--- src/rtl/bist_pkg.sv ---
// Shared definitions for the BIST address/data stage.
//   PAT_*      : background pattern select encodings
//   PAT_MAX_W  : widest data bus the pattern helper can serve
//   pattern()  : background value for one address, truncated by the caller
package bist_pkg;

  localparam int PAT_MAX_W = 64;

  localparam logic [1:0] PAT_ZERO = 2'b00;
  localparam logic [1:0] PAT_ONES = 2'b01;
  localparam logic [1:0] PAT_CHK  = 2'b10;
  localparam logic [1:0] PAT_ADDR = 2'b11;

  // The result is always PAT_MAX_W wide. Callers zero-extend the address on
  // the way in and truncate the result to their data width on the way out.
  function automatic logic [PAT_MAX_W-1:0] pattern(
    input logic [PAT_MAX_W-1:0] addr,
    input logic [1:0]           sel,
    input logic                 inv
  );
    logic [PAT_MAX_W-1:0] p;
    p = '0;
    case (sel)
      PAT_ZERO: p = '0;
      PAT_ONES: p = '1;
      PAT_CHK: begin
        // Even addresses give ...0101, odd addresses give ...1010.
        for (int i = 0; i < PAT_MAX_W; i++) begin
          p[i] = ~(i[0] ^ addr[0]);
        end
      end
      default: p = addr;
    endcase
    if (inv) begin
      p = ~p;
    end
    return p;
  endfunction

endpackage

--- src/rtl/bist_rd_pipe.sv ---
// Read-compare delay line: carries {valid, expected, addr} for DEPTH cycles
// so it lines up with memory read data of the same latency.
//   clk, rst  : clock, asynchronous active-high reset (clears valid bits)
//   flush     : synchronous clear of all valid bits
//   in_*      : entry captured at the end of the issue cycle
//   out_*     : entry that was issued DEPTH cycles earlier
//
// Flow control: valid-only. An entry is taken whenever in_valid is high at a
// clock edge; there is no ready because the stage never stalls, so one entry
// per cycle flows through at full rate.
module bist_rd_pipe #(
  parameter int DEPTH  = 1,
  parameter int DATA_W = 8,
  parameter int ADDR_W = 4
) (
  input  logic              clk,
  input  logic              rst,
  input  logic              flush,
  input  logic              in_valid,
  input  logic [DATA_W-1:0] in_exp,
  input  logic [ADDR_W-1:0] in_addr,
  output logic              out_valid,
  output logic [DATA_W-1:0] out_exp,
  output logic [ADDR_W-1:0] out_addr
);

  logic [DEPTH-1:0]  valid_r;
  logic [DATA_W-1:0] exp_r  [DEPTH];
  logic [ADDR_W-1:0] addr_r [DEPTH];

  always_ff @(posedge clk or posedge rst) begin
    if (rst) begin
      valid_r <= '0;
    end else if (flush) begin
      valid_r <= '0;
    end else begin
      valid_r[0] <= in_valid;
      for (int i = 1; i < DEPTH; i++) begin
        valid_r[i] <= valid_r[i-1];
      end
    end
  end

  // Payload needs no reset: it is only looked at when its valid bit is set.
  always_ff @(posedge clk) begin
    exp_r[0]  <= in_exp;
    addr_r[0] <= in_addr;
    for (int i = 1; i < DEPTH; i++) begin
      exp_r[i]  <= exp_r[i-1];
      addr_r[i] <= addr_r[i-1];
    end
  end

  assign out_valid = valid_r[DEPTH-1];
  assign out_exp   = exp_r[DEPTH-1];
  assign out_addr  = addr_r[DEPTH-1];

endmodule

--- src/rtl/bist_addr_gen.sv ---
// BIST datapath stage: address counter, background pattern generation,
// write strobe, read compare and first-failure capture.
//   clk, rst        : clock, asynchronous active-high reset
//   reset, preset   : controller sync clear (addr 0, flush) / load (addr max)
//   en, up_down     : step the address and issue an access; count direction
//   wr_phase        : 1 write access, 0 read-and-compare access
//   pat_sel, inv    : background select and complement
//   mem_rdata       : memory read data, valid RD_LAT cycles after issue
//   addr            : registered memory address
//   mem_we/mem_wdata: write strobe and data (pattern of the current address)
//   carry           : one-cycle pulse after the wrapping step
//   is_equal        : result of the last compare
//   cmp_valid       : one-cycle pulse when is_equal was just updated
//   fail_seen       : sticky mismatch flag
//   fail_addr       : address of the first mismatch
module bist_addr_gen
  import bist_pkg::*;
#(
  parameter int ADDR_W = 4,
  parameter int DATA_W = 8,
  parameter int RD_LAT = 1
) (
  input  logic              clk,
  input  logic              rst,
  input  logic              reset,
  input  logic              preset,
  input  logic              en,
  input  logic              up_down,
  input  logic              wr_phase,
  input  logic [1:0]        pat_sel,
  input  logic              inv,
  input  logic [DATA_W-1:0] mem_rdata,
  output logic [ADDR_W-1:0] addr,
  output logic              mem_we,
  output logic [DATA_W-1:0] mem_wdata,
  output logic              carry,
  output logic              is_equal,
  output logic              cmp_valid,
  output logic              fail_seen,
  output logic [ADDR_W-1:0] fail_addr
);

  localparam logic [ADDR_W-1:0] ADDR_MAX = '1;

  logic                 step;
  logic                 wrap;
  logic                 rd_issue;
  logic [PAT_MAX_W-1:0] addr_ext;
  logic [DATA_W-1:0]    pat;
  logic                 pipe_valid;
  logic [DATA_W-1:0]    pipe_exp;
  logic [ADDR_W-1:0]    pipe_addr;
  logic                 rd_match;

  // An access only happens when the controller is not clearing or loading.
  assign step = en & ~reset & ~preset;
  assign wrap = up_down ? (addr == ADDR_MAX) : (addr == '0);

  assign addr_ext = PAT_MAX_W'(addr);
  assign pat      = DATA_W'(pattern(addr_ext, pat_sel, inv));

  // ---------------- address counter and terminal count ----------------
  always_ff @(posedge clk or posedge rst) begin
    if (rst) begin
      addr  <= '0;
      carry <= 1'b0;
    end else begin
      if (reset) begin
        addr <= '0;
      end else if (preset) begin
        addr <= ADDR_MAX;
      end else if (en) begin
        addr <= up_down ? addr + 1'b1 : addr - 1'b1;
      end
      carry <= step & wrap;
    end
  end

  // ---------------- write path (pre-step address) ----------------
  assign mem_we    = step & wr_phase;
  assign mem_wdata = pat;

  // ---------------- read issue and alignment ----------------
  assign rd_issue = step & ~wr_phase;

  bist_rd_pipe #(
    .DEPTH  (RD_LAT),
    .DATA_W (DATA_W),
    .ADDR_W (ADDR_W)
  ) u_rd_pipe (
    .clk       (clk),
    .rst       (rst),
    .flush     (reset),
    .in_valid  (rd_issue),
    .in_exp    (pat),
    .in_addr   (addr),
    .out_valid (pipe_valid),
    .out_exp   (pipe_exp),
    .out_addr  (pipe_addr)
  );

  assign rd_match = (mem_rdata == pipe_exp);

  // ---------------- compare result and first-failure capture ----------------
  // A controller reset wins over a compare arriving in the same cycle, so a
  // read that was in flight when reset arrived is never reported.
  always_ff @(posedge clk or posedge rst) begin
    if (rst) begin
      is_equal  <= 1'b1;
      cmp_valid <= 1'b0;
      fail_seen <= 1'b0;
      fail_addr <= '0;
    end else if (reset) begin
      is_equal  <= 1'b1;
      cmp_valid <= 1'b0;
      fail_seen <= 1'b0;
      fail_addr <= '0;
    end else if (pipe_valid) begin
      cmp_valid <= 1'b1;
      is_equal  <= rd_match;
      if (!rd_match && !fail_seen) begin
        fail_seen <= 1'b1;
        fail_addr <= pipe_addr;
      end
    end else begin
      cmp_valid <= 1'b0;
    end
  end

endmodule

--- config.mk ---
export PLATFORM = sky130hd
export DESIGN_NAME = bist_addr_gen
export DESIGN_NICKNAME = d
export VERILOG_FILES = /design/src/rtl/bist_pkg.sv /design/src/rtl/bist_rd_pipe.sv /design/src/rtl/bist_addr_gen.sv
export SDC_FILE = /design/constraint.sdc
export NUM_CORES = 1
export LEC_CHECK = 0
export BUFFER_PORTS_ARGS = -buffer_cell sky130_fd_sc_hd__buf_4
export CORE_MARGIN = 2
export CORE_UTILIZATION = 40
export CTS_CLUSTER_DIAMETER = 150
export DETAILED_ROUTE_END_ITERATION = 8
export PLACE_DENSITY = 0.65
export SLEW_MARGIN = 20
export SYNTH_ARGS = -nofsm -noshare
export SYNTH_HDL_FRONTEND = slang
export SYNTH_SLANG_ARGS = --single-unit
--- constraint.sdc ---
create_clock -name clk -period 2.1 [get_ports clk]
set_input_delay 0.21 -clock clk [delete_from_list [all_inputs] [get_ports clk]]
set_output_delay 0.21 -clock clk [all_outputs]
set_load 0.02 [all_outputs]
-- Word level (Yosys, flattened, before mapping)
Memories as Yosys holds them, arrays and structs flattened.
Index checks and enable logic that the tools add are counted.
- add/subtract/negate cells: 2
- equality and inequality tests: 4
- multiplexer cells: 18
- bitwise operators: 10
- reductions and logical operators: 9
- operator list (kind ; count):
    $mux 4 ; 7
    $pmux 8 s3 ; 1
    $mux 1 ; 9
    $eq 8x8->1 ; 1
    $mux 8 ; 1
    $not 8->8 ; 1
    $and 1x1->1 ; 5
    $add 4x1->4 const B ; 1
    $eq 4x4->1 const B ; 1
    $logic_not 4->1 ; 1
    $not 1->1 ; 4
    $reduce_bool 2->1 ; 2
    $sub 4x1->4 const B ; 1
    $reduce_bool 3->1 ; 1
    $eq 2x1->1 const B ; 1
    $eq 2x2->1 const B ; 1
    $logic_not 1->1 ; 2
    $logic_not 2->1 ; 1
    $reduce_and 2->1 ; 1
    $logic_and 1x1->1 ; 1
- bits in registers: 13
- memory bits (writable): 12
- input bits: 18
- output and inout bits: 21
- logic and storage cells: 52
- memories kept: 2
- memories (name ; words ; width ; read ports ; clocked after Yosys merged registers in ; wr ports ; line ; source):
    u_rd_pipe.exp_r ; 1 ; 8 ; 1 ; 0 ; 1 ; bist_rd_pipe.sv:28 ; logic [DATA_W-1:0] exp_r [DEPTH];
    u_rd_pipe.addr_r ; 1 ; 4 ; 1 ; 0 ; 1 ; bist_rd_pipe.sv:29 ; logic [ADDR_W-1:0] addr_r [DEPTH];

-- Depth between registers and ports, before layout
Gate-level depths: netlist (run 1).
An unclocked memory read counts as a cell.
- depth in word-level cells: 7
- gate-level depth with buffers: 6
- gate-level depth less buffers: 6

-- Hierarchy
A second synthesis (run 1) with hierarchy kept.
- cells, all modules: 122
- area, all modules: 1186.1 sq um
- by module, submodules not included (module ; times used ; cells an instance ; area an instance (sq um) ; sequential area each (sq um)):
    bist_addr_gen ; 1 ; 107 ; 903.4 ; 301.5
    bist_rd_pipe ; 1 ; 15 ; 282.8 ; 265.3

-- Worst setup path before layout (run 1)
OpenSTA, ideal clock, no wires.
- kind: register to output
- start: reg addr[0]
- end: out mem_wdata[6]
- arrival: 1594 ps
- data required time: 1890 ps
- setup slack: 296 ps
- cell stages (with the launch flop): 6
- buffers on the path: 2
- cell sequence: dfrtp_1 buf_2 nor3_1 a21oi_1 xnor2_1 buf_4
- cells in the longest elaborated chain, start to end: 4
- ends and longest elaborated chain (element ; line ; source):
    from (decl) ; bist_addr_gen.sv:33 ; output logic [ADDR_W-1:0] addr,
    from (signal assigned) ; bist_addr_gen.sv:73 ; addr <= up_down ? addr + 1'b1 : addr - 1'b1;
    $not 1->1 (*) ; - ;
    $pmux 8 s3 (*) ; bist_pkg.sv:23 ; case (sel)
    $not 8->8 ; bist_pkg.sv:35 ; p = ~p;
    $mux 8 (*) ; bist_pkg.sv:34 ; if (inv) begin
    to (decl) ; bist_addr_gen.sv:35 ; output logic [DATA_W-1:0] mem_wdata,
Every way passes the cells marked *; elsewhere a longest branch is shown, timed or not.

-- Final worst setup path (run 1)
- start: reg addr[0]
- end: out mem_wdata[5]
- cells in the longest elaborated chain, start to end: 3
- ends and longest elaborated chain (element ; line):
    $pmux 8 s3 (*) ; bist_pkg.sv:23
    $not 8->8 ; bist_pkg.sv:35
    $mux 8 (*) ; bist_pkg.sv:34
Marked as above.

==> impl_metrics.toml, run 1 <==
[status]
status = "completed"

[routing]
wl_met1_mm = 1.00
wl_per_cell_um = 12.5
avgViaCountPerCell = 4.82
drt_pass1_iterations = 4
wirelength_mm = 2.29
ant_nets = 0
drt-initial-drc-count = 21
wl_met3_um = 111
met2_length_mm = 1.15
vias = 882
drc = 0
topRoutingLayerUsed = "met4"

[timing]
fin_crit_sh_pct = 85.9
maxSlewViolCount = 0
fmax_ghz = 0.554
hold_viol = 0
tns_ps = 0
rsz0062_at_grt = "false"
worstMarginPinSlew_ps = 531
whs_ps = 70.6
slew_headroom_pct = 64.6
setup_ws_ps = 295
period_needed_ps = 1800
setup_viol = 0
clock_skew_ps = 11.6

[finish]
nFillCells = 257
stdcell_area_sq_mm = 0.00146
n_antenna_cell = 0
utilization_pct = 53.4
final_cells = 183
drive_gt1_share_pct = 30.9
multi_input_area_sq_um = 557
area_growth_pct = 28.2
nets = 174
regArea_sq_um = 527

[floorplan]
coreArea_sq_mm = 0.00273
rows = 19
dieHeight_um = 57.4
initial_core_util_pct = 41.6
dieArea_sq_mm = 0.00329
die_w_um = 57.4
io_pins = 39

[setup_path]
crit_path_end_kind = "output port"
reg2reg_depth = 5
crit_required_ps = 1890
rr_endpoint = "addr[3]$_DFFE_PP0P_"
worst-setup-path-type = "reg -> out"
r2r_slack_ps = 510
reg2reg_from = "addr[1]$_DFFE_PP0P_"
start_kind = "flop"
crit_fanout = 11
arrival_ps = 1590

[cts]
cts_htree_levels = 1
cts_tree = "done"
cts_buffers = 3
clk_path_buf_depth = 2
clkSinkCount = 23
clk_latency_ps = 310
clk_pin_slew_ps = 140
postCtsSetupRepairBufs = 0
cts-root-buf = "clkbuf_4"

[yosys]
ys_seq_area_share_pct = 46.3
synth.distinct_cells = 35
ys.flop_type = "dfrtp_1"
synth_top_area_cell = "dfrtp_1"
synth-edff-count = 0
synth.yosys.warnings = 0
synth_seq_cells = 23
syn_area_sq_mm = 0.00114
syn_inst = 117
synth_top_area_share_pct = 26.4
syn_nets = 138
synthArstFlopShare_pct = 56.5
synthTopCellsByArea = "dfrtp_1, dfxtp_1, xor2_1"
avgSynthCellArea_sq_um = 9.73

[global_routing]
grt_pass1_vias = 825
grtUsageTotal_pct = 14.9
gr-total-overflow = 0
grt_max_degree = 17
grt_pass1_wl_mm = 3.74
antenna_found_initial = 0

[pwr]
finalPower_mw = 0.962
leakage_nw = 0.688
power.density_mw_per_mm2 = 659
ir_worst_vdd_v = 0.000383

[flow_run]
drv_cap = 0

[placement]
place_ws_ps = 566
io_buffers = 38
placed_cell_area_sq_mm = 0.00142
gp_congestion = 0.782
dp_hpwl_mm = 1.81
place_inst = 178

[worst_hold_path]
worstHoldStart = "wr_phase"
holdPathEnd = "u_rd_pipe.out_valid$_DFF_PP0_"
hold_depth = 2
hold_class = "in -> reg"
[what timing repair did]
| action | CTS | global route |
|---|---|---|
| hold endpoints to repair | 12 | 0 |
| hold buffers | 1 | 0 |
| resized for setup | 0 | 0 |
[cells in the final DEF (no fill, tap or decap), drive strengths merged, types with 2 or more instances in the layout]
master / count
a21oi: 6
mux2i: 4
nand3: 3
dfxtp: 10
ha: 2
nor3: 4
dfrtp: 12
buf: 38
nand2: 3
nand2b: 9
xor2: 8
nor2: 16
and3: 2
o21ai: 2
nor2b: 2
inv: 4
xnor2: 5
clkbuf: 3
or3: 4
[worst max path at each step]
stage / cells after the start / startpoint / slack (ps) / end
global route: 4 / addr[0]$_DFFE_PP0P_ / 90 / mem_wdata[4]
floorplan: 5 / addr[0]$_DFFE_PP0P_ / 300 / mem_wdata[6]
detailed placement: 7 / up_down / 570 / addr[3]$_DFFE_PP0P_
global placement: 5 / addr[1]$_DFFE_PP0P_ / 630 / addr[3]$_DFFE_PP0P_
finish: 4 / addr[0]$_DFFE_PP0P_ / 300 / mem_wdata[5]
CTS: 4 / addr[0]$_DFFE_PP0P_ / 270 / mem_wdata[5]
[sequential cells by signal (all words and copies together), names as in the netlist]
signal and count:
u_rd_pipe.addr_r 4, is_equal 1, cmp_valid 1, fail_seen 1, fail_addr 4, u_rd_pipe.exp_r 6, u_rd_pipe.out_valid 1, carry 1
addr 4
[Yosys cell counts, types with 3 or more instances]
cell type and instances:
or3_1 3, xnor2_1 5, nor2_1 16, inv_1 4
nand2_1 3, a21oi_1 5, xor2_1 8, dfrtp_1 12
mux2i_1 4, dfxtp_1 10, clkbuf_1 4, nand2b_1 9
nand3_1 3, nor3_1 4
[power by group]
group	internal (mW)	switching, mW	leakage (nW)
clock network	0.0711	0.135	0.0177
logic	0.118	0.132	0.415
registers	0.477	0.0295	0.255
total	0.665	0.297	0.688
[layer usage]
layer | global-route usage (%) | up-vias
met1 | 18.0 | 399
met4 | 7.97 | 0
met5 | 0 | -
li1 | - | 459
met3 | 2.04 | 2
met2 | 25.5 | 22
[worst max-delay path, cell delays in order (launching register included)]
cell and delay, ps:
dfrtp_1 590, nand3_1 110, o21ai_0 120, xor2_1 270, buf_4 190
[kinds of logic (layout without fill, tap and decap cells)]
| family | Yosys count | after routing | share of synthesized area [%] |
|---|---|---|---|
| adders and majority gates | 3 | 3 | 3.96 |
| DFF | 23 | 23 | 46.3 |
| muxes | 4 | 4 | 3.52 |
| xor gates and xnor gates | 13 | 13 | 10.0 |
| buffers and inverters | 12 | 47 | 4.83 |
| AOI/OAI and AO/OA | 16 | 16 | 10.3 |
| and+or+nand+nor | 46 | 46 | 21.1 |
[final cells by class]
type                    instances  area share, %
multi-input cells              82           38.1
repair buffers                 39           20.2
clock buffers                   3           1.54
clock inverters                 1          0.343
well taps                      31           2.66
flip-flops and latches         23           36.1
inverters                       4           1.03
Power figures use the tool's default switching activity.
==> run 2: changes to the inputs <==
CAP_MARGIN = 20   (was not set)
SYNTH_HIERARCHICAL = 1   (was not set)
==> run 2 against run 1 <==
  * Synthesized area grew 4.2%
  * Clock-buffer cell count is the same
  * Clock skew shrank 5.3 ps
  * Hold slack gained 97 ps
  * Combinational power is essentially flat
  * Flip-flop and latch count grew 2
  * Via count grew 0.34%
  * Sequential share of layout area grew 1.5 points
  * Highest routed layer unchanged
  * Synthesized cell count grew 4.3%
  * Power grew 4.4%
==> impl_metrics.toml, run 2 <==
[routing]
drt-initial-drc-count = 15
wirelength_mm = 2.32
avgViaCountPerCell = 4.71
ant_nets = 0
wl_per_cell_um = 12.3
drc = 0
drt_pass1_iterations = 3
vias = 885

[cts]
cts-root-buf = "clkbuf_4"
clk_pin_slew_ps = 130
cts_buffers = 3
clkSinkCount = 25
clk_latency_ps = 310
cts.repair.resized = 0
postCtsSetupRepairBufs = 0
cts_htree_levels = 1
cts_tree = "done"
clk_path_buf_depth = 2

[yosys]
syn_area_sq_mm = 0.00119
synthXorXnorAreaFrac_pct = 12.6
synth_top_area_cell = "dfrtp_1"
ys.flop_type = "dfxtp_1"
synth-simple-area-share_pct = 19.6
synth_seq_cells = 25
synth_top_family_by_area = "simple AND/OR/NAND/NOR gates"
synth.yosys.warnings = 6
synthArstFlopShare_pct = 52.0
synthAdderAreaFrac_pct = 3.80
synth_top_area_share_pct = 25.3
synthMuxAreaShare_pct = 3.38
syn_nets = 143
avgSynthCellArea_sq_um = 9.72
synthTopCellsByArea = "dfrtp_1, dfxtp_1, xor2_1"
ys_seq_area_share_pct = 47.8
synth-edff-count = 0
synth_compound_gate_area_share_pct = 7.59
ys_top_cells_by_count = "nor2_1, dfrtp_1, dfxtp_1, xor2_1, nand2b_1"
syn_inst = 122
yosys.cell_count.top_type = "nor2_1"
synth.distinct_cells = 32

[global_routing]
grt_pass1_wl_mm = 3.74
antenna_found_initial = 0
grtUsageTotal_pct = 14.4
grt_max_degree = 18
gr-total-overflow = 0
grt_pass1_vias = 834

[finish]
top_register = "u_rd_pipe/exp_r"
nets = 179
n_antenna_cell = 0
utilization_pct = 54.2
drive_gt1_share_pct = 29.3
area_growth_pct = 27.1
largest_reg_flops = 8
final_common_cell = "buf_4"
layout_common_cells = "buf_4, nor2_1, xor2_1, dfrtp_1, dfxtp_1"
nFillCells = 251

[setup_path]
worst-setup-path-type = "reg -> out"
crit_path_end_kind = "output port"
crit_fanout = 11
crit_required_ps = 1890
slowest_delay_ps = 530
crit_chain = "nor2_1 > o22ai_1 > xnor2_1 > buf_4"
start_kind = "flop"
arrival_ps = 1670
cp_slowest_cell = "dfrtp_1"

[floorplan]
initial_core_util_pct = 42.6
die_w_um = 58.5
dieHeight_um = 58.5
dieArea_sq_mm = 0.00342
rows = 19
coreArea_sq_mm = 0.00278
io_pins = 39

[pwr]
ir_worst_vdd_v = 0.000368
leakage_nw = 0.715
power.density_mw_per_mm2 = 666

[placement]
gp_congestion = 0.778
dp_hpwl_mm = 1.82
io_buffers = 38

[status]
status = "completed"

[timing]
fmax_ghz = 0.531
tns_ps = 0
worstMarginPinSlew_ps = 556
period_needed_ps = 1880
hold_viol = 0
rsz0062_at_grt = "false"
slew_headroom_pct = 63.0
fin_crit_sh_pct = 89.7
maxSlewViolCount = 0
clock_skew_ps = 6.27
setup_viol = 0

[flow_run]
drv_cap = 0

[worst_hold_path]
hold_class = "in -> reg"
run 2: what timing repair did:
| action | in CTS | in global routing |
|---|---|---|
| hold endpoints to repair | 12 | 0 |
| hold buffers | 1 | 0 |
| endpoints found under the setup margin | 0 | 0 |
run 2: power by group:
group	internal, mW	switching, mW
sequential	0.518	0.0318
clock	0.0710	0.133
combinational	0.117	0.134
total	0.706	0.298
run 2: worst max-delay path, delay by kind of cell, from the launching register on:
| family | cells | cell delay, ps |
|---|---|---|
| xor+xnor | 1 | 280 |
| compound gates | 1 | 130 |
| buf+inv | 1 | 210 |
| flops | 1 | 530 |
| simple gates | 1 | 220 |
run 2: path summary, 6_finish.rpt:
path / start / to / slack, ps / cells after the start
max reg2reg: addr[1]$_DFFE_PP0P_ / addr[3]$_DFFE_PP0P_ / 510 / 5
min: wr_phase / u_rd_pipe/out_valid$_DFF_PP0_ / 170 / 3
min reg2reg: u_rd_pipe/addr_r[0][2]$_DFF_P_ / fail_addr[2]$_DFFE_PP0P_ / 460 / 2
min in group asynchronous: rst / u_rd_pipe/out_valid$_DFF_PP0_ / 290 / 3
max: addr[0]$_DFFE_PP0P_ / mem_wdata[2] / 220 / 4
max in group asynchronous: rst / is_equal$_DFFE_PP1P_ / 1290 / 3
run 2: area by class of cell:
cell class,count,area [sq um],area share (%)
Multi-Input combinational cell,83,557,36.9
Timing Repair Buffer,39,295,19.6
Inverter,6,22.5,1.49
Sequential cell,25,567,37.6
Clock inverter,1,5.00,0.332
Clock buffer,3,22.5,1.49
Tap cell,31,38.8,2.57
run 2: cells by family (layout without fill, tap and decap cells):
kind of cell,after synthesis,after routing
flip-flops,25,25
buffers and inverters,14,49
AND/OR/NAND/NOR,44,44
XOR/XNOR,17,17
adder cells (fa/ha/maj),3,3
AO/OA/AOI/OAI,15,15
multiplexers,4,4
run 2: metal layers:
metal  vias to the layer above  global-route usage, %  share of wire, %
met5                         -                      0                 0
met3                         2                   1.32               3.8
met4                         0                   6.98              0.99
met2                        20                   22.2                47
met1                       395                   20.3                48
li1                        468                      -                 -
run 2: stage by stage:
step / hold WS, ps / cell area [sq um] / instances / worst slack (ps) / total power [mW]
2_1_floorplan: -61.3 / 1190 / 122 / 265 / 0.713
3_3_place_gp: 65.5 / 1470 / 183 / 566 / 0.806
3_5_place_dp: 66.4 / 1470 / 183 / 538 / 0.812
4_1_cts: 150 / 1510 / 188 / 227 / 1.02
5_1_grt: 148 / 1510 / 188 / 119 / 1.07
6_report: 167 / 1510 / 188 / 216 / 1.00
